`src/rtl/ctrl_branch_unit.sv`:
```
// EX-stage branch resolution, PC tracking, wrong-path squash and return stack.
// Optional macro BRANCH_RAS_EN builds the CALL/RET return-address stack.
module ctrl_branch_unit #(
  parameter int PROG_CTR_WID = 10,
  parameter int RAS_DEPTH    = 4,
  parameter int SHADOW       = 2
) (
  input  logic                          clk,
  input  logic                          reset,
  input  logic [PROG_CTR_WID-1:0]       prog_ctr,
  input  logic [2:0]                    br_op_EX,
  input  logic [PROG_CTR_WID-1:0]       br_addr_EX,
  input  logic                          zero_flag_EX,
  input  logic                          carry_flag_EX,
  output logic                          branch_taken_EX,
  output logic [PROG_CTR_WID-1:0]       nxt_prog_ctr_EX,
  output logic                          flush_pipe,
  output logic [PROG_CTR_WID-1:0]       pc_EX,
  output logic                          ras_ovf,
  output logic                          ras_unf,
  output logic [$clog2(RAS_DEPTH):0]    ras_cnt
);

  localparam int W  = PROG_CTR_WID;
  localparam int CW = $clog2(RAS_DEPTH) + 1;
  localparam int SW = (SHADOW < 4) ? 2 : $clog2(SHADOW + 1);

  logic [W-1:0]  pc_ID;
  logic [W-1:0]  pc_inc;
  logic [SW-1:0] shadow_cnt;
  logic          active;
  logic          take;
  logic [W-1:0]  target;
  logic [7:0]    op_oh;

  assign pc_inc = pc_EX + W'(1);
  assign active = !reset && (shadow_cnt == '0);
  assign op_oh  = 8'b1 << br_op_EX;

`ifdef BRANCH_RAS_EN
  localparam int PW = (RAS_DEPTH > 1) ? $clog2(RAS_DEPTH) : 1;

  logic [W-1:0]  ras_mem [RAS_DEPTH];
  logic [PW-1:0] sp;
  logic [CW-1:0] cnt_q;
  logic          ovf_q;
  logic          unf_q;
  logic          do_push;
  logic          do_pop;
  logic          set_unf;
  logic [W-1:0]  ras_top;
  logic          ras_full;

  assign ras_top  = ras_mem[sp - PW'(1)];
  assign ras_full = (cnt_q == CW'(RAS_DEPTH));
`endif

  always_comb begin
    take   = 1'b0;
    target = br_addr_EX;
`ifdef BRANCH_RAS_EN
    do_push = 1'b0;
    do_pop  = 1'b0;
    set_unf = 1'b0;
`endif
    unique case (1'b1)
      op_oh[0]: take = 1'b0;
      op_oh[1]: take = 1'b1;
      op_oh[2]: take = zero_flag_EX;
      op_oh[3]: take = !zero_flag_EX;
      op_oh[4]: take = carry_flag_EX;
      op_oh[5]: take = !carry_flag_EX;
`ifdef BRANCH_RAS_EN
      op_oh[6]: begin
        take    = 1'b1;
        do_push = 1'b1;
      end
      op_oh[7]: begin
        if (cnt_q != '0) begin
          take   = 1'b1;
          target = ras_top;
          do_pop = 1'b1;
        end else begin
          set_unf = 1'b1;
        end
      end
`else
      op_oh[6]: take = 1'b1;
      op_oh[7]: take = 1'b0;
`endif
      default: take = 1'b0;
    endcase
    // Wrong-path slots and reset cycles must have no side effects.
    if (!active) begin
      take = 1'b0;
`ifdef BRANCH_RAS_EN
      do_push = 1'b0;
      do_pop  = 1'b0;
      set_unf = 1'b0;
`endif
    end
  end

  assign branch_taken_EX = take;
  assign nxt_prog_ctr_EX = reset ? '0 : (take ? target : pc_inc);
  assign flush_pipe      = !reset && (shadow_cnt != '0);

  always_ff @(posedge clk) begin
    if (reset) begin
      pc_ID      <= '0;
      pc_EX      <= '0;
      shadow_cnt <= '0;
    end else begin
      pc_ID <= prog_ctr;
      pc_EX <= pc_ID;
      if (take)
        shadow_cnt <= SW'(SHADOW);
      else if (shadow_cnt != '0)
        shadow_cnt <= shadow_cnt - SW'(1);
    end
  end

`ifdef BRANCH_RAS_EN
  always_ff @(posedge clk) begin
    if (do_push)
      ras_mem[sp] <= pc_inc;
  end

  // Full-stack push wraps the pointer onto the oldest entry.
  always_ff @(posedge clk) begin
    if (reset) begin
      sp    <= '0;
      cnt_q <= '0;
      ovf_q <= 1'b0;
      unf_q <= 1'b0;
    end else begin
      if (do_push) begin
        sp <= sp + PW'(1);
        if (ras_full)
          ovf_q <= 1'b1;
        else
          cnt_q <= cnt_q + CW'(1);
      end else if (do_pop) begin
        sp    <= sp - PW'(1);
        cnt_q <= cnt_q - CW'(1);
      end
      if (set_unf)
        unf_q <= 1'b1;
    end
  end

  assign ras_cnt = cnt_q;
  assign ras_ovf = ovf_q;
  assign ras_unf = unf_q;
`else
  assign ras_cnt = '0;
  assign ras_ovf = 1'b0;
  assign ras_unf = 1'b0;
`endif

endmodule

```
`config.mk`:
```
export PLATFORM = sky130hd
export DESIGN_NAME = ctrl_branch_unit
export DESIGN_NICKNAME = d
export VERILOG_FILES = /design/src/rtl/ctrl_branch_unit.sv
export SDC_FILE = /design/constraint.sdc
export NUM_CORES = 1
export LEC_CHECK = 0
export BUFFER_PORTS_ARGS = -buffer_cell sky130_fd_sc_hd__buf_2
export CAP_MARGIN = 20
export CORE_UTILIZATION = 44
export CTS_CLUSTER_DIAMETER = 40
export DETAILED_ROUTE_END_ITERATION = 10
export GPL_TIMING_DRIVEN = 0
export HOLD_SLACK_MARGIN = 0.06
export PLACE_DENSITY = 0.8
export SLEW_MARGIN = 0
export SYNTH_ARGS = -nofsm -noshare
export SYNTH_HDL_FRONTEND = slang
export SYNTH_SLANG_ARGS = --single-unit
```
`constraint.sdc`:
```
create_clock -name clk -period 3.28 [get_ports clk]
set_input_delay 0.984 -clock clk [delete_from_list [all_inputs] [get_ports clk]]
set_output_delay 0.984 -clock clk [all_outputs]
set_load 0.03 [all_outputs]
```
==> results by stage, run 1 <==
Power and ir drop:
- The completed layout was analyzed and its total power is about 640 uW.
- The worst vdd rail ir drop is 0.000329 V.
- The analysis attributes to cell leakage a power of about 0.7 nW.
- The cell area power density is between 300 and 400 nW/um^2.

Global routing:
- After global routing the overflow that remains totals 0.
- The global-route wire length before repair is 3620 um.
- The initial antenna violation count came to 0.
- The number of global-route vias before repair is about 900.
- The pin count of the biggest net entering global routing is 13.
- The all-layer global routing usage is between 10% and 20%.

Detailed routing:
- The average via count per standard cell is 4.77.
- Dividing the detail-routed wire length by the instance count gives between 10 and 15 um.
- The detailed router placed 939 vias in this run.
- The number of detailed-route iterations in the first pass is 3.
- The number of remaining DRC errors is 0.
- In this run the remaining antenna-violating nets after routing total 0.
- For this block, the initial DRC count from the detailed router was 5.
- Summed over all layers, the routed wires come to ~2300 um.

Job:
- The number of maximum-capacitance constraint violations is 0.

Final layout:
- The fraction of final layout cells with drive strength greater than 1 is approximately 47%.
- The finished cells cover 1610 um^2.
- The count of inserted antenna diode cells is 0.
- Fill cells in the final layout number ~180.
- Relative to the synthesized area, the layout overhead comes to 53.1%.
- The final net count is around 200.
- Once layout is complete, the cells apart from fillers number ~200.

Die:
- After floorplanning, the core was sized to cover between 2000 and 2500 um^2.
- The die outline area is between 2000 and 3000 um^2.
- The die is around 51 um tall.
- For this configuration, the core starts out at a cell density of 46.9%.
- From left edge to right edge, the die measures about 51 um.
- During I/O placement, the number of pins put on the boundary was between 50 and 60.
- The floorplan has 17 rows.

Clock network:
- The clock latency on the worst-skew pair is 0.30 ns.
- The clock passes through at most 2 buffers.
- The clock net in this run drives a total of 22 sinks.
- The clock slew at the register clock pins of the worst setup and hold paths is between 0.1 and 0.15 ns.
- The CTS H-tree depth is 1.
- The number of buffers added by the clock tree synthesis step is 3.
- TritonCTS built the clock tree.
- Clock tree synthesis selected as its root buffer the cell sky130_fd_sc_hd__clkbuf_4.

STA:
- The worst-case clock skew is ~0.0014 ns.
- Setup repair after global routing could not meet its margin everywhere.
- Setup violations remaining at the end of the flow were counted as 5.
- The number of slew-limit violations in the final report is 0.
- The final sum of negative setup slack is -0.164 ns.
- The final cycle utilization of the critical path is 101%.
- The total count of hold-check failures in the final report is 0.
- Counting I/O delays and the setup requirement, the final critical path takes roughly 3.3 ns.
- The top achievable clock speed is 300 MHz.
- The smallest setup slack after layout is -0.0485 ns.

Placement:
- The instance area at placement is 1410 um^2.
- Routability-driven placement finished with a final weighted congestion of approximately 0.73.
- The post-placement cell count is 192.
- Before CTS, the worst setup slack after placement is -0.293 ns.
- The number of buffer cells added on primary ports is 48.
- After legalization and detailed placement, the total HPWL measured around 1700 um.

Critical path:
- The startpoint-to-endpoint class of the critical path is input pin to primary output.
- The data arrival time of the worst path is 2.34 ns.
- The worst setup path is captured at a primary output.
- STA puts the critical path data required time at ~2.3 ns.
- The startpoint class of the critical path is an input pin.
- The critical-path maximum fanout is 6.

Yosys:
- Each instance of the synthesized netlist takes up on average 9.36 um^2.
- The flip-flop and latch count after synthesis is 22.
- In the synthesized netlist, the number of instances is approximately 110.
- The count of different cell masters after synthesis is 30.
- The cell area after synthesis is between 1000 and 1500 um^2.
- Yosys printed 0 warnings.
- Summing the sequential cell areas from Yosys gives around 42% of the chip area.

Outcome:
- The run finished, with violations left.
- The final reports fail on negative setup slack.

Worst hold path:
- The class of the tightest hold or removal check is flip-flop to flip-flop.
## synthesized netlist by cell type, drive strengths merged
master / instances / area share, %
nor2b: 25 / 15
mux2: 5 / 5.4
nor4: 1 / 0.60
xor2: 2 / 1.7
and3: 1 / 0.60
buf: 7 / 5.0
o21ai: 2 / 0.95
nor3: 2 / 0.95
nor2: 9 / 3.2
a211o: 1 / 1.7
a21oi: 3 / 1.4
nand2b: 2 / 1.2
a21boi: 1 / 1.8
dfxtp: 22 / 42
nand3: 3 / 1.4
ha: 1 / 1.2
a211oi: 4 / 2.9
nand4: 1 / 0.60
xnor2: 5 / 4.2
inv: 1 / 0.36
clkbuf: 3 / 1.1
nand2: 3 / 1.1
or3: 2 / 1.2
conb: 1 / 0.36
a2111oi: 4 / 3.3
mux2i: 1 / 0.95
## path summary, 6_finish.rpt
kind                       from                 end  slack [ns]  cells after the start
setup / recovery    br_op_EX[1]  nxt_prog_ctr_EX[9]       -0.05                      6
hold / removal         pc_ID[8]            pc_EX[8]        0.45                      1
setup reg to reg  shadow_cnt[1]       shadow_cnt[1]        2.23                      2
hold reg to reg        pc_ID[8]            pc_EX[8]        0.45                      1
## report_power, final
part | switching (mW) | internal [mW] | leakage [nW] | total [mW]
Sequential | 0.0130 | 0.281 | 0.182 | 0.294
Clock | 0.0761 | 0.0677 | 0.0210 | 0.144
Combinational | 0.106 | 0.0978 | 0.494 | 0.204
Total | 0.195 | 0.447 | 0.697 | 0.642
## metal layers
layer  track usage, %  vias to the layer above  wire, um
met3             4.17                        4       140
li1                 -                      482         -
met5                0                        -         0
met1             18.3                      416       854
met2             36.9                       37      1230
met4             8.80                        0        33
## per-stage QoR
step / hold WS, ns / util [%]
floorplan: 0.414 / -
global placement: 0.416 / 63.1
detailed placement: 0.426 / 63.1
CTS: 0.453 / 71.5
global route: 0.466 / 71.9
finish: 0.448 / 71.9
## cell type report
type	count	area [um^2]	area share (%)
buffer	9	53.8	3.35
clock buffer	4	36.3	2.26
inverter	1	3.75	0.234
multi-input combinational	83	681	42.4
sequential	22	440	27.4
tap	28	35.0	2.18
timing repair buffer	50	355	22.1
## worst max-delay path, cell delays in order
cell and delay, ns:
sky130_fd_sc_hd__buf_8 0.08, sky130_fd_sc_hd__a21oi_4 0.05, sky130_fd_sc_hd__or3_4 0.43, sky130_fd_sc_hd__a211o_4 0.41
sky130_fd_sc_hd__a211oi_4 0.23, sky130_fd_sc_hd__buf_6 0.16
## what timing repair did
action | 4_1_cts | 5_1_grt
gates resized for setup | 36 | 4
setup buffers | 2 | 0
endpoints found under the hold margin | 0 | 0
pin swaps | 7 | 3
setup endpoints to repair | 12 | 11
hold buffers | 0 | 0
## sequential cells by signal (all words and copies together) (netlist names)
register,flops
pc_EX,10
pc_ID,10
shadow_cnt,2
## cells in the final DEF (no fill, tap or decap), types with 2 or more instances in the layout
master / netlist / routed
sky130_fd_sc_hd__a2111oi_2: 0 / 4
sky130_fd_sc_hd__a211oi_4: 0 / 4
sky130_fd_sc_hd__a21oi_1: 3 / 2
sky130_fd_sc_hd__buf_2: 0 / 35
sky130_fd_sc_hd__buf_4: 5 / 7
sky130_fd_sc_hd__buf_6: 1 / 12
sky130_fd_sc_hd__clkbuf_1: 3 / 3
sky130_fd_sc_hd__clkbuf_4: 0 / 3
sky130_fd_sc_hd__conb_1: 1 / 5
sky130_fd_sc_hd__dfxtp_1: 22 / 22
sky130_fd_sc_hd__mux2_4: 0 / 5
sky130_fd_sc_hd__nand2_1: 3 / 3
sky130_fd_sc_hd__nand2b_1: 2 / 2
sky130_fd_sc_hd__nand3_1: 3 / 3
sky130_fd_sc_hd__nor2_1: 9 / 9
sky130_fd_sc_hd__nor2b_1: 25 / 25
sky130_fd_sc_hd__nor3_1: 2 / 2
sky130_fd_sc_hd__xnor2_1: 5 / 5
sky130_fd_sc_hd__xor2_1: 2 / 2
## cells by family (layout without fill, tap and decap cells)
logic type	Yosys count	in the layout	share of synthesized area, %
flip-flops	22	22	42.0
AO/OA/AOI/OAI	15	15	12.1
XOR/XNOR	7	7	5.85
adder cells (fa/ha/maj)	1	1	1.19
multiplexers	6	6	6.32
AND/OR/NAND/NOR	49	49	25.8
other	1	5	0.358
buffers and inverters	11	64	6.44
Power figures use the tool's default switching activity.
==> run 2, diff against run 1 <==
--- a/config.mk
+++ b/config.mk
@@ -5,9 +5,10 @@
 export SDC_FILE = /design/constraint.sdc
 export NUM_CORES = 1
 export LEC_CHECK = 0
+export ABC_AREA = 1
 export BUFFER_PORTS_ARGS = -buffer_cell sky130_fd_sc_hd__buf_2
 export CAP_MARGIN = 20
-export CORE_UTILIZATION = 44
+export CORE_UTILIZATION = 45
 export CTS_CLUSTER_DIAMETER = 40
 export DETAILED_ROUTE_END_ITERATION = 10
 export GPL_TIMING_DRIVEN = 0
==> run 2 against run 1 <==
Against the previous run:
- clock power increased by 37%
- via count is 17% higher
- sequential cell count stayed put
- synthesized area up 11%
- sequential share of layout area up 1.9 points
- critical path depth is 4 higher
- hold slack worse by 0.042 ns
- sequential power down 1%
- critical path type unchanged
- the flow now finishes without violations
- clock skew up 0.0070 ns
- cell area down 6.6%
==> results by stage, run 2 <==
Final layout:
- The library cell used most frequently in the layout, excluding fill and tap cells, is sky130_fd_sc_hd__buf_2.
- The top cell types in the final layout, fill and taps aside, are sky130_fd_sc_hd__buf_2 (48), sky130_fd_sc_hd__nor2_1 (42), sky130_fd_sc_hd__nand2_1 (39), sky130_fd_sc_hd__inv_1 (39), sky130_fd_sc_hd__dfxtp_1 (22).
- The post-route netlist has 26.6% of its cells at a drive strength greater than 1.
- The number of non-filler instances in the completed layout is about 270.
- The multi-input combinational cells in the finished layout cover a total of 522 um^2.
- The sequential cell area in the final layout is about 440 um^2.
- Counting the fill cells in the layout gives about 240.
- Measured on the finished design, the core utilization comes to between 60% and 70%.
- 0 antenna diodes ended up in the layout.
- The final net count is roughly 270.
- The largest registers in the layout are pc_EX: 10 flops, pc_ID: 10 flops, shadow_cnt: 2 flops.
- The synthesis-to-layout area growth is 29.4%.
- After routing the design area is ~1500 um^2.

Critical path:
- For this design, the slowest cell found on the critical path is sky130_fd_sc_hd__buf_2.
- The worst setup path is captured at a primary output.
- The startpoint-to-endpoint class of the critical path is input pin to primary output.
- The critical-path maximum fanout is 10.
- The data arrival time of the worst path is roughly 2.1 ns.
- The largest single stage delay on the critical path is about 0.2 ns.
- STA puts the critical path data required time at ~2.3 ns.
- The signal on the critical path passes through buf_2 -> nand2_1 -> nand2_1 -> nand3_2 -> nand2_2 -> nor2_2 -> buf_6 -> nor2_1 -> nor2_1 -> buf_2.
- The startpoint class of the critical path is an input pin.

Placement:
- The instance area at placement is approximately 1400 um^2.
- The post-placement cell count is between 200 and 300.
- The number of buffer cells added on primary ports is between 40 and 50.
- The weighted congestion reported at the end of routability-driven placement is 0.743.
- The detailed placer's ending HPWL is 1710 um.

STA:
- The routed design could run at a clock period as short as approximately 3.1 ns.
- The number of setup violations in the final report is 0.
- The number of slew-limit violations in the final report is 0.
- The final sum of negative setup slack is 0 ns.
- The worst-case clock skew is between 0.008 and 0.009 ns.
- Derived from the worst setup path, the maximum achievable clock frequency is 326 MHz.
- Setup repair after global routing left no endpoint under its margin.
- The total count of hold-check failures in the final report is 0.
- The worst path uses around 94% of the clock period.

Power and ir drop:
- The worst vdd rail ir drop is between 0.0003 and 0.0004 V.
- In this run the power density over the cells is 435 nW/um^2.
- The leakage power figure is between 0.8 and 0.9 nW.
- The total power consumption of the routed design is around 650 uW.

Detailed routing:
- Using the TritonRoute via totals, the vias-per-cell ratio works out to between 4 and 5.
- In this run, the number of DRC markers left after iteration 0 of detailed routing was 9.
- The detailed-route via count is 1100.
- Once detail routing completed, the nets flagged for antenna violations numbered 0.
- The final layout contains routed wiring with a total length of around 2100 um.
- The number of remaining DRC errors is 0.
- The pre-antenna-repair detailed-routing pass consisted of 4 iterations.
- The mean routed wirelength per cell is 7.96 um.

Clock network:
- The number of hold buffers added after CTS was 0.
- In this run, CTS created clock tree buffers numbering 3.
- Clock-pin slew was measured on the worst setup and hold paths at between 0.1 and 0.15 ns.
- The clock latency on the worst-skew pair is approximately 0.30 ns.
- TritonCTS built the clock tree.
- The number of resized instances in the post-cts repair step is 0.
- Post-CTS timing repair inserted 0 buffers for setup.
- CTS built an H-tree with a depth of 1.
- In this run the clock root is driven by a sky130_fd_sc_hd__clkbuf_4.
- The maximum count of clock buffers along a single path is 2.
- The clock drives 22 sinks.

Yosys:
- The post-synthesis cell count is about 180.
- After synthesis, the cell types taking the most area are sky130_fd_sc_hd__dfxtp_1 (38%), sky130_fd_sc_hd__nor2_1 (14%), sky130_fd_sc_hd__inv_1 (13%), sky130_fd_sc_hd__nand2_1 (13%), sky130_fd_sc_hd__nand3_1 (3.9%).
- The average cell area after synthesis is roughly 6.4 um^2.
- The post-synthesis async set-or-reset flop share is 0%.
- The commonest cells after synthesis are sky130_fd_sc_hd__nor2_1 (42), sky130_fd_sc_hd__inv_1 (39), sky130_fd_sc_hd__nand2_1 (39).
- The biggest area contributor in the post-synthesis netlist is sky130_fd_sc_hd__dfxtp_1.
- The most used flip-flop cell after synthesis is sky130_fd_sc_hd__dfxtp_1.
- Among all cell types in the netlist, the one instantiated most often is sky130_fd_sc_hd__nor2_1.
- The count of different cell masters after synthesis is 22.
- Summed over its instances, the top area cell type makes up about two fifths of the synthesized netlist area.
- The share of the Yosys chip area taken by registers is a little under two fifths.
- The flip-flop and latch count after synthesis is 22.
- In this run the cell area of the synthesized design comes to between 1000 and 1500 um^2.
- The number of synthesized flops with an enable pin is 0.
- The Yosys step of the flow raised 0 warnings.

Die:
- The die covers 2780 um^2.
- The die width is between 50 and 60 um.
- The total area inside the core boundary comes to between 2000 and 2500 um^2.
- For this configuration, the core starts out at a cell density of a little under half.
- The initialized floorplan defines 18 standard-cell rows.
- During I/O placement, the number of pins put on the boundary was 54.
- The chip height is 52.7 um.

Global routing:
- The number of global-route vias before repair was around 920.
- The initial antenna violation count is 0.
- The global-route wire length before repair is 3490 um.
- The all-layer global routing usage is 16.9%.
- The final global-route overflow total is 0.
- Entering global routing, the biggest net connects 14 pins.

Outcome:
- The run finished with clean final reports.

Worst hold path:
- The class of the tightest hold or removal check is flip-flop to flip-flop.

Job:
- The tool flagged a number of max-cap violations equal to 0.
==> run 2: through the flow <==
| stage | setup WS (ns) | hold slack, ns |
|---|---|---|
| global placement | 0.212 | 0.389 |
| finish | 0.211 | 0.406 |
| global route | 0.0829 | 0.417 |
| detailed placement | 0.214 | 0.392 |
| CTS | 0.210 | 0.408 |
| floorplan | 0.179 | 0.388 |
==> run 2: logic make-up (layout without fill, tap and decap cells) <==
kind of cell	Yosys count	after routing	synth area share, %
AO/OA/AOI/OAI	3	3	1.30
XOR/XNOR	3	3	2.27
adder cells (fa/ha/maj)	1	1	1.08
buffers and inverters	49	100	18.3
flip-flops	22	22	38.0
other	1	5	0.324
AND/OR/NAND/NOR	103	103	38.8
==> run 2: worst max-delay path, delay by kind of cell <==
family,cells,cell delay [ns]
buffers and inverters,3,0.45
and+or+nand+nor,7,0.65
==> run 2: path summary, 6_finish.rpt <==
check | end | depth (start not counted) | startpoint | slack [ns]
setup / recovery | nxt_prog_ctr_EX[7] | 10 | br_op_EX[2] | 0.21
hold / removal | pc_EX[2] | 2 | pc_ID[2] | 0.41
setup reg to reg | shadow_cnt[1] | 4 | shadow_cnt[1] | 2.23
hold reg to reg | pc_EX[2] | 2 | pc_ID[2] | 0.41
==> run 2: layout make-up <==
type,count,share of cell area [%]
multi-input combinational,115,34.8
sequential,22,29.4
timing repair buffer,47,15.7
inverter,40,10.0
buffer,9,4.09
tap,30,2.50
clock inverter,1,2.00
clock buffer,3,1.50
==> run 2: power by group <==
| part | internal [mW] | switching (mW) | total (mW) |
|---|---|---|---|
| Sequential | 0.282 | 0.00875 | 0.290 |
| Clock | 0.123 | 0.0749 | 0.198 |
| Combinational | 0.0571 | 0.106 | 0.163 |
| Total | 0.462 | 0.189 | 0.652 |
==> run 2: metal layers <==
metal | share of wire (%) | vias to the layer above | track usage (%)
li1 | - | 635 | -
met1 | 45 | 428 | 18.2
met2 | 48 | 35 | 31.9
met3 | 6.2 | 2 | 2.03
met4 | 0.42 | 0 | 7.89
met5 | 0 | - | 0
